**src/rtl/mem_pkg.sv**
```systemverilog
// Shared definitions for the memory responder: FSM state encoding,
// default widths, wait-cycle limits and small helper functions.
package mem_pkg;

  localparam int MEM_DATA_W   = 8;
  localparam int MEM_ADDR_W   = 5;
  localparam int MEM_WAIT_DEF = 1;
  localparam int MEM_WAIT_MIN = 1;
  localparam int MEM_WAIT_MAX = 7;
  localparam int MEM_CNT_W    = 3;

  typedef enum logic [2:0] {
    ST_IDLE    = 3'd0,
    ST_RD_WAIT = 3'd1,
    ST_RD_DONE = 3'd2,
    ST_WR_WAIT = 3'd3,
    ST_WR_DONE = 3'd4
  } mem_state_e;

  // Keep an out-of-range WAIT_CYCLES inside the counter's representable range.
  function automatic int clamp_wait(input int w);
    if (w < MEM_WAIT_MIN) return MEM_WAIT_MIN;
    if (w > MEM_WAIT_MAX) return MEM_WAIT_MAX;
    return w;
  endfunction

  // Increment that sticks at the counter's all-ones value instead of wrapping.
  function automatic logic [MEM_CNT_W-1:0] sat_inc(input logic [MEM_CNT_W-1:0] c);
    return (c == {MEM_CNT_W{1'b1}}) ? c : c + 1'b1;
  endfunction

endpackage

```
**src/rtl/mem_array.sv**
```systemverilog
// Word storage for the memory responder: one synchronous write port and one
// registered read port, so it maps onto block RAM. Contents are never reset.
module mem_array #(
  parameter int WORD_W = 8,
  parameter int ADDR_W = 5
) (
  input  logic              clock,
  input  logic              wr_en_i,
  input  logic [ADDR_W-1:0] wr_addr_i,
  input  logic [WORD_W-1:0] wr_data_i,
  input  logic [ADDR_W-1:0] rd_addr_i,
  output logic [WORD_W-1:0] rd_data_o
);

  logic [WORD_W-1:0] mem_q [2**ADDR_W];
  logic [WORD_W-1:0] rd_data_q;

  // Synchronous write and registered read; a same-address read sees the old word.
  always_ff @(posedge clock) begin
    if (wr_en_i) begin
      mem_q[wr_addr_i] <= wr_data_i;
    end
    rd_data_q <= mem_q[rd_addr_i];
  end

  assign rd_data_o = rd_data_q;

endmodule

```
**src/rtl/mem_responder.sv**
```systemverilog
// Memory responder: edge-triggered read/write requests served by a small FSM
// with a configurable wait, plus a backdoor preload port.
// Optional feature macro: MEM_RESPONDER_PARITY_EN adds an even-parity bit per
// word and flags a parity mismatch on read through mem_error.
module mem_responder
  import mem_pkg::*;
#(
  parameter int DATA_WIDTH  = MEM_DATA_W,
  parameter int ADDR_WIDTH  = MEM_ADDR_W,
  parameter int WAIT_CYCLES = MEM_WAIT_DEF
) (
  input  logic                  clock,
  input  logic                  reset,
  input  logic [ADDR_WIDTH-1:0] mem_address,
  input  logic                  mem_read_enable,
  input  logic                  mem_write_enable,
  input  logic [DATA_WIDTH-1:0] mem_data_in,
  input  logic                  init_enable,
  input  logic [ADDR_WIDTH-1:0] init_address,
  input  logic [DATA_WIDTH-1:0] init_data,
  output logic [DATA_WIDTH-1:0] mem_data_out,
  output logic                  mem_data_valid,
  output logic                  mem_write_ack,
  output logic                  mem_busy,
  output logic                  mem_error
);

  localparam int WAIT_EFF = clamp_wait(WAIT_CYCLES);
  localparam logic [MEM_CNT_W-1:0] WAIT_LAST = MEM_CNT_W'(WAIT_EFF - 1);

`ifdef MEM_RESPONDER_PARITY_EN
  localparam int WORD_W = DATA_WIDTH + 1;
`else
  localparam int WORD_W = DATA_WIDTH;
`endif

  mem_state_e            state_q;
  logic [MEM_CNT_W-1:0]  cnt_q;
  logic                  rd_prev_q;
  logic                  wr_prev_q;
  logic                  armed_q;
  logic [ADDR_WIDTH-1:0] addr_q;
  logic [DATA_WIDTH-1:0] data_q;
  logic [DATA_WIDTH-1:0] data_out_q;
  logic                  valid_q;
  logic                  ack_q;
  logic                  busy_q;
  logic                  error_q;

  logic                  rd_edge;
  logic                  wr_edge;
  logic                  any_edge;
  logic                  init_ok;
  logic                  wr_commit;
  logic                  arr_we;
  logic [ADDR_WIDTH-1:0] arr_waddr;
  logic [DATA_WIDTH-1:0] arr_wdata;
  logic [WORD_W-1:0]     arr_wword;
  logic [WORD_W-1:0]     arr_rword;
  logic [DATA_WIDTH-1:0] rd_data;
  logic                  par_err;

  // armed_q masks the first cycle after reset so a level already high at
  // release is absorbed into the previous-enable registers, not seen as an edge.
  assign rd_edge  = armed_q & mem_read_enable  & ~rd_prev_q;
  assign wr_edge  = armed_q & mem_write_enable & ~wr_prev_q;
  assign any_edge = rd_edge | wr_edge;

  // Preload only when the FSM is idle and no request edge competes for the port.
  assign init_ok   = (state_q == ST_IDLE) & init_enable & ~any_edge;
  assign wr_commit = (state_q == ST_WR_DONE);

  assign arr_we    = wr_commit | init_ok;
  assign arr_waddr = wr_commit ? addr_q : init_address;
  assign arr_wdata = wr_commit ? data_q : init_data;

`ifdef MEM_RESPONDER_PARITY_EN
  // Even parity: the stored bit makes the XOR of the whole word zero.
  assign arr_wword = {^arr_wdata, arr_wdata};
  assign rd_data   = arr_rword[DATA_WIDTH-1:0];
  assign par_err   = ^arr_rword;
`else
  assign arr_wword = arr_wdata;
  assign rd_data   = arr_rword;
  assign par_err   = 1'b0;
`endif

  // The read address is the latched request address; it is stable throughout
  // RD_WAIT, so the registered read word is valid by the time RD_DONE is reached.
  mem_array #(
    .WORD_W (WORD_W),
    .ADDR_W (ADDR_WIDTH)
  ) u_array (
    .clock     (clock),
    .wr_en_i   (arr_we),
    .wr_addr_i (arr_waddr),
    .wr_data_i (arr_wword),
    .rd_addr_i (addr_q),
    .rd_data_o (arr_rword)
  );

  // Request FSM with registered outputs; pulses default low every cycle.
  always_ff @(posedge clock or negedge reset) begin
    if (!reset) begin
      state_q    <= ST_IDLE;
      cnt_q      <= '0;
      rd_prev_q  <= 1'b0;
      wr_prev_q  <= 1'b0;
      armed_q    <= 1'b0;
      addr_q     <= '0;
      data_q     <= '0;
      data_out_q <= '0;
      valid_q    <= 1'b0;
      ack_q      <= 1'b0;
      busy_q     <= 1'b0;
      error_q    <= 1'b0;
    end else begin
      rd_prev_q <= mem_read_enable;
      wr_prev_q <= mem_write_enable;
      armed_q   <= 1'b1;
      valid_q   <= 1'b0;
      ack_q     <= 1'b0;
      error_q   <= 1'b0;
      case (state_q)
        ST_IDLE: begin
          if (rd_edge && wr_edge) begin
            error_q <= 1'b1;
          end else if (rd_edge) begin
            addr_q  <= mem_address;
            cnt_q   <= '0;
            state_q <= ST_RD_WAIT;
            busy_q  <= 1'b1;
          end else if (wr_edge) begin
            addr_q  <= mem_address;
            data_q  <= mem_data_in;
            cnt_q   <= '0;
            state_q <= ST_WR_WAIT;
            busy_q  <= 1'b1;
          end
        end
        ST_RD_WAIT, ST_WR_WAIT: begin
          error_q <= any_edge;
          cnt_q   <= sat_inc(cnt_q);
          if (cnt_q >= WAIT_LAST) begin
            cnt_q   <= '0;
            state_q <= (state_q == ST_RD_WAIT) ? ST_RD_DONE : ST_WR_DONE;
          end
        end
        ST_RD_DONE: begin
          error_q    <= any_edge | par_err;
          data_out_q <= rd_data;
          valid_q    <= 1'b1;
          state_q    <= ST_IDLE;
          busy_q     <= 1'b0;
        end
        ST_WR_DONE: begin
          error_q <= any_edge;
          ack_q   <= 1'b1;
          state_q <= ST_IDLE;
          busy_q  <= 1'b0;
        end
        default: begin
          state_q <= ST_IDLE;
          busy_q  <= 1'b0;
        end
      endcase
    end
  end

  assign mem_data_out   = data_out_q;
  assign mem_data_valid = valid_q;
  assign mem_write_ack  = ack_q;
  assign mem_busy       = busy_q;
  assign mem_error      = error_q;

endmodule

```
**config.mk**
```make
export PLATFORM = sky130hd
export DESIGN_NAME = mem_responder
export DESIGN_NICKNAME = d
export VERILOG_FILES = /design/src/rtl/mem_pkg.sv /design/src/rtl/mem_array.sv /design/src/rtl/mem_responder.sv
export SDC_FILE = /design/constraint.sdc
export NUM_CORES = 1
export LEC_CHECK = 0
export ABC_AREA = 1
export CORE_ASPECT_RATIO = 1.2
export CORE_MARGIN = 1
export CORE_UTILIZATION = 63
export CTS_BUF_LIST = sky130_fd_sc_hd__clkbuf_4
export DETAILED_ROUTE_END_ITERATION = 6
export HOLD_SLACK_MARGIN = 0.02
export PLACE_DENSITY = 0.85
export SLEW_MARGIN = 15
export SYNTH_ARGS = -nofsm -noshare
export SYNTH_HDL_FRONTEND = slang
export SYNTH_HIERARCHICAL = 1
export SYNTH_SLANG_ARGS = --single-unit
export TNS_END_PERCENT = 20
```
**constraint.sdc**
```tcl
create_clock -name clock -period 2.75 [get_ports clock]
set_input_delay 0.4125 -clock clock [delete_from_list [all_inputs] [get_ports clock]]
set_output_delay 0.4125 -clock clock [all_outputs]
set_load 0.05 [all_outputs]
```
==> impl_results.md, run 1 <==
* R2r setup slk at about 0.38 ns
* Worst-skew pair later-pin latency at slightly below 0.7 ns
* Drt pass-1 iters at 7
* Data required, critical path at roughly 3.2 ns
* Outcome: completed
* Core Area at 0.0189 mm^2
* Gr ovfl total at 0
* Layout Utilization at between 70% and 80%
* Synth Warn # at 6
* FF+latch area at between 0.008 and 0.009 mm^2
* Setup_tns at 0 ns
* Die Span Y at around 150 um
* Critical R2R Launch: state_q[1]
* Fmax at around 420 MHz
* Vias at a little under 9000
* Initial Util at 64.6%
* RSZ-0062 raised after global routing: no
* Fillcell total at 1198
* Register area share after synthesis at between 70 and 80%
* Max IR drop VDD at 0.671 mV
* Worst-path clk slew at ~0.070 ns
* Hold path startpoint: mem_read_enable
* Most common cell after layout, fill and taps aside: nand2_1
* CP max FO at 15
* Layout cells sized above 1 at 14.5%
* Place WS at 0.231 ns
* Port Buffer Count at 42
* Post-CTS setup buffer count at 0
* Avg Cell Area, Syn at roughly 11 um^2
* Largest net degree at the start of global routing at roughly 130
* Mapped cell area at 0.0122 mm^2
* Post-Synthesis Cells at 1098
* Clk buf depth at 3
* Hold buffers post-CTS at 0
* First-pass GRT wire length at 44.3 mm
* Cell row count at 55
* Number of synthesized flops with an enable pin at 256
* Fin. Hold Viols at 0
* Critical path arrival at approximately 2.8 ns
* Synth-to-layout area growth at 13.9%
* Power Dens Cells at just under 1000 mW/mm^2
* Number of global-route vias before repair at about 8700
* # setup viols final at 0
* Crit path setup slack, layout at between 0.3 and 0.4 ns
* Register bit total from synthesis at approximately 300
* Headroom to the max-slew limit at roughly 40%
* Most frequent cells in the layout: 454 x nand2_1, 256 x edfxtp_1, 222 x nand3_1
* Setup crit end kind: flip-flop
* Nets at about 1200
* H-tree levels at 3
* Max cap viols at 0
* DRT Wirelength at around 29 mm
* Static leakage at 5.58 nW
* Hold path endpoint: rd_prev_q
* Root buf cell: clkbuf_4
* Actual slew at the worst max-slew pin at between 0.8 and 0.9 ns
* Sink Count at about 300
* Placer congestion estimate at 0.888
* Vias/cell at 5.80
* Fin crit share at a little under nine tenths
* Crit path time final at 2.37 ns
* Wirelength per Cell at ~19 um
* Hold Path Class: input port to flip-flop
* Hold path depth at 1
* Max Slew Vio Count at 0
* Multi-input logic area at 0.00309 mm^2
* DR DRC count at 0
* Die Span X at between 100 and 150 um
* ANT nets after route at 0
* DR iter-0 viols at about 1100
* Prevailing post-synth register cell: edfxtp_1
* Max Clock Skew at about 0.042 ns
* WS Path Type: flip-flop to flip-flop
* Num CTS Buffers at between 60 and 70
* GR Util All Layers at 30.7%
* Die outline area at 0.0200 mm^2
* CTS tree: built
* Worst reg2reg endpoint: u_array/mem_q[27][4]
* Post-cts gate resize count at 0
* Startpoint types: flip-flop
* DP HPWL at 17.3 mm
* R2R cell count at 8
* Initial antenna violation count at 1
* I/O pin total at 43
* Async set or reset register ratio after synthesis at between 10% and 20%
* Post-synthesis net count at around 1100
* Yosys cell types at 27
==> layout make-up <==
type / instances / share of cell area [%]
sequential: 295 / 61.9
multi-input combinational: 727 / 22.2
timing repair buffer: 100 / 6.32
clock buffer: 95 / 5.12
tap: 256 / 2.30
clock inverter: 25 / 1.50
inverter: 21 / 0.593
antenna: 2 / 0.0359
==> where the power goes <==
group	switching, W	internal (W)	total (W)
Clock	0.00166	0.00199	0.00365
Combinational	0.00323	0.00130	0.00453
Sequential	0.000245	0.00523	0.00547
Total	0.00514	0.00851	0.0136
==> metal layers <==
layer	track usage (%)	routed length (um)	up-vias
li1	-	-	4027
met1	35.4	9830	4041
met3	6.88	2910	154
met5	0	0	-
met2	52.3	14800	605
met4	18.0	1550	0
==> Yosys cell counts, types with 3 or more instances <==
library cell	n	area [um^2]
buf_4	4	30.0
clkbuf_1	8	30.0
dfrtp_1	31	776
nand2_1	454	1700
dfxtp_1	8	160
buf_6	25	282
buf_2	16	80.1
nand3_1	222	1110
edfxtp_1	256	7690
o21ai_0	3	15.0
inv_1	16	60.1
nor2_1	33	124
inv_2	4	15.0
==> cell families (layout without fill, tap and decap cells) <==
kind of cell | count (synthesis) | count (layout) | synth area share [%]
AOI/OAI and AO/OA | 5 | 5 | 0.205
and+or+nand+nor | 719 | 719 | 24.9
buffers and inverters | 76 | 241 | 4.17
adders and majority gates | 2 | 2 | 0.205
DFF | 295 | 295 | 70.5
other | 1 | 3 | 0.0307
==> per-stage QoR <==
step / power [W] / cell area [um^2] / instances / hold WS (ns)
after floorplan: 0.00887 / 12200 / 1098 / 0.117
after global placement: 0.00982 / 13000 / 1399 / 0.416
after detailed placement: 0.00994 / 13000 / 1399 / 0.425
after CTS: 0.0136 / 13900 / 1519 / 0.166
after global routing: 0.0143 / 13900 / 1521 / 0.150
final: 0.0136 / 13900 / 1521 / 0.193
==> flip-flops by register name (all words and copies together) (netlist names) <==
signal             flops
u_array/mem_q        256
data_q                 8
mem_data_out           8
u_array/rd_data_o      8
addr_q                 5
state_q                3
armed_q                1
mem_busy               1
mem_data_valid         1
mem_error              1
mem_write_ack          1
rd_prev_q              1
wr_prev_q              1
==> how the worst max path moves through the flow <==
stage / slack, ns / end / cells after the start / from
after floorplan: 0.55 / u_array/mem_q[11][0] / 7 / mem_read_enable
after global placement: 0.32 / u_array/mem_q[23][0] / 9 / mem_write_enable
after detailed placement: 0.23 / u_array/mem_q[23][5] / 9 / mem_write_enable
after CTS: 0.39 / u_array/mem_q[27][4] / 8 / state_q[1]
after global routing: 0.22 / u_array/mem_q[27][4] / 8 / state_q[1]
final: 0.38 / u_array/mem_q[27][4] / 8 / state_q[1]
==> critical path: stages (launching register included) <==
cell	delay, ns
dfrtp_1	0.43
nor2_2	0.19
nand2_4	0.17
inv_2	0.27
nand2_1	0.09
nand2_1	0.16
nand3_1	0.24
nor2_1	0.32
buf_4	0.21
Note: power is estimated with default switching activity, not from simulation.
==> run 2, diff against run 1 <==
- CORE_MARGIN: 1 -> 2
==> run 2 against run 1 <==
- register-to-register slack got worse by 0.16 ns
- highest routed layer unchanged
- worst hold slack worse by 0.059 ns
- via count down 1.8%
- critical path depth is 1 lower
- worst setup slack worse by 0.16 ns
- critical path type unchanged
- routed wire length is 2.0% lower
- combinational power is 4% higher
- cell count is 0.85% lower
- clock skew down 0.013 ns
- first-iteration DRC count grew 16%
- flip-flop and latch count did not move
==> impl_results.md, run 2 (synthesized netlist as in run 1, its figures left out) <==
* Worst-path clk slew at ~0.07 ns
* Number of global-route vias before repair at between 8000 and 9000
* Initial Util at 64.6%
* Fillcell total at 1214
* Most common cell after layout, fill and taps aside: nand2_1
* Synth-to-layout area growth at 12.6%
* R2r setup slk at about 0.21 ns
* Critical R2R Launch: state_q[1]
* Core Area at about 0.019 mm^2
* H-tree levels at 3
* CTS tree: built
* I/O pin total at between 40 and 50
* Most Used Layer, Global Route: met2
* Max cap viols at 0
* Setup_tns at 0 ns
* First-pass GRT wire length at ~44 mm
* Max Clock Skew at roughly 0.029 ns
* WS Path Type: flip-flop to flip-flop
* DR iter-0 viols at around 1200
* CP max FO at 15
* RSZ-0062 raised after global routing: no
* Critical path arrival at around 2.8 ns
* Most frequent cells in the layout: 454 x nand2_1, 256 x edfxtp_1, 222 x nand3_1
* Actual slew at the worst max-slew pin at 0.681 ns
* GR Util met3 at under 10%
* Headroom to the max-slew limit at around 55%
* Setup crit end kind: flip-flop
* Vias/cell at ~5.7
* Die outline area at 0.0205 mm^2
* GR Util All Layers at between 20% and 30%
* R2R cell count at 7
* Clk buf depth at 3
* Layout Utilization at 72.8%
* Worst reg2reg endpoint: u_array/mem_q[12][2]
* Placed inst area at 0.0130 mm^2
* Die Span X at between 100 and 150 um
* Sink Count at approximately 300
* Vias at between 8000 and 9000
* Post-CTS setup buffer count at 0
* Root buf cell: clkbuf_4
* Nets at approximately 1200
* Layout cells sized above 1 at between 10% and 20%
* Data required, critical path at a little over 3 ns
* Worst-skew pair later-pin latency at roughly 0.66 ns
* Gr ovfl total at 0
* Cell row count at 55
* Final Cell Area at ~0.014 mm^2
* Max IR drop VDD at 0.528 mV
* Met2 GRT Util at just under 50%
* Hold Path Class: input port to asynchronous set/reset pin
* Fmax at ~390 MHz
* Crit path time final at 2.54 ns
* Startpoint types: flip-flop
* Drt pass-1 iters at 6
* Power Dens Cells at ~960 mW/mm^2
* Fin crit share at about 92%
* Wirelength per Cell at between 15 and 20 um
* Static leakage at around 5.5 nW
* Outcome: completed
* Met1 Usage GRT at between 30% and 40%
* Placer congestion estimate at 0.894
* Max Slew Vio Count at 0
* Initial antenna violation count at 1
* Post-cts gate resize count at 0
* DR DRC count at 0
* Hold buffers post-CTS at 0
* DP HPWL at 17.4 mm
* Fin. Hold Viols at 0
* # setup viols final at 0
* ANT nets after route at 0
* Num CTS Buffers at between 60 and 70
* Die Span Y at 157 um
* DRT Wirelength at roughly 29 mm
* Biggest register: u_array/mem_q
* Max reg flops at roughly 260
* Largest net degree at the start of global routing at 66
* Port Buffer Count at 42
## run 2: cell types whose count changed in the layout (fill, tap and decap cells not counted), sizes merged
cell	delta
buf	+1
bufinv	-4
clkinv	-8
diode	-1
inv	-1
## run 2: worst max-delay path by stage
stage | from | to | slack [ns] | cells past startpoint
floorplan | mem_read_enable | u_array/mem_q[11][0] | 0.55 | 7
global placement | mem_write_enable | u_array/mem_q[16][7] | 0.16 | 8
detailed placement | mem_write_enable | u_array/mem_q[28][1] | 0.03 | 8
CTS | state_q[1] | u_array/mem_q[12][2] | 0.23 | 7
global route | state_q[1] | u_array/mem_q[12][2] | 0.04 | 7
finish | state_q[1] | u_array/mem_q[12][2] | 0.21 | 7
## run 2: per-layer routing
layer  wire, um  vias to the layer above
met5          0                        -
met4       1440                        0
met3       2630                      115
met2      14400                      533
met1      10100                     4007
li1           -                     4009
## run 2: worst max-delay path, cell delays in order, from the launching register on
cell     delay, ns
dfrtp_1       0.43
nor2_2        0.21
nand2_4       0.18
inv_2         0.25
nand2_1       0.09
nand2_1       0.19
nand3_1       0.21
nor2_1        0.58
## run 2: layout make-up
class                      instances  area (um^2)  share of cell area (%)
tap                              256          320                    2.33
inverter                          21         82.6                   0.600
antenna                            1         2.50                  0.0182
timing repair buffer             101          888                    6.45
sequential                       295         8630                    62.6
multi-input combinational        727         3090                    22.5
clock inverter                    12         45.0                   0.327
clock buffer                      95          713                    5.18
## run 2: through the flow
step | hold WS, ns | power (W) | std cells | worst slack [ns]
finish | 0.134 | 0.0132 | 1508 | 0.213
global route | 0.139 | 0.0139 | 1508 | 0.0372
CTS | 0.104 | 0.0131 | 1507 | 0.232
detailed placement | 0.418 | 0.0100 | 1400 | 0.0325
global placement | 0.412 | 0.00988 | 1400 | 0.159
floorplan | 0.117 | 0.00887 | 1098 | 0.551
## run 2: where the power goes
| part | internal, W | switching, W | leakage [nW] |
|---|---|---|---|
| clock | 0.00157 | 0.00152 | 0.461 |
| combinational | 0.00132 | 0.00339 | 2.27 |
| sequential | 0.00523 | 0.000142 | 2.76 |
| total | 0.00813 | 0.00505 | 5.49 |
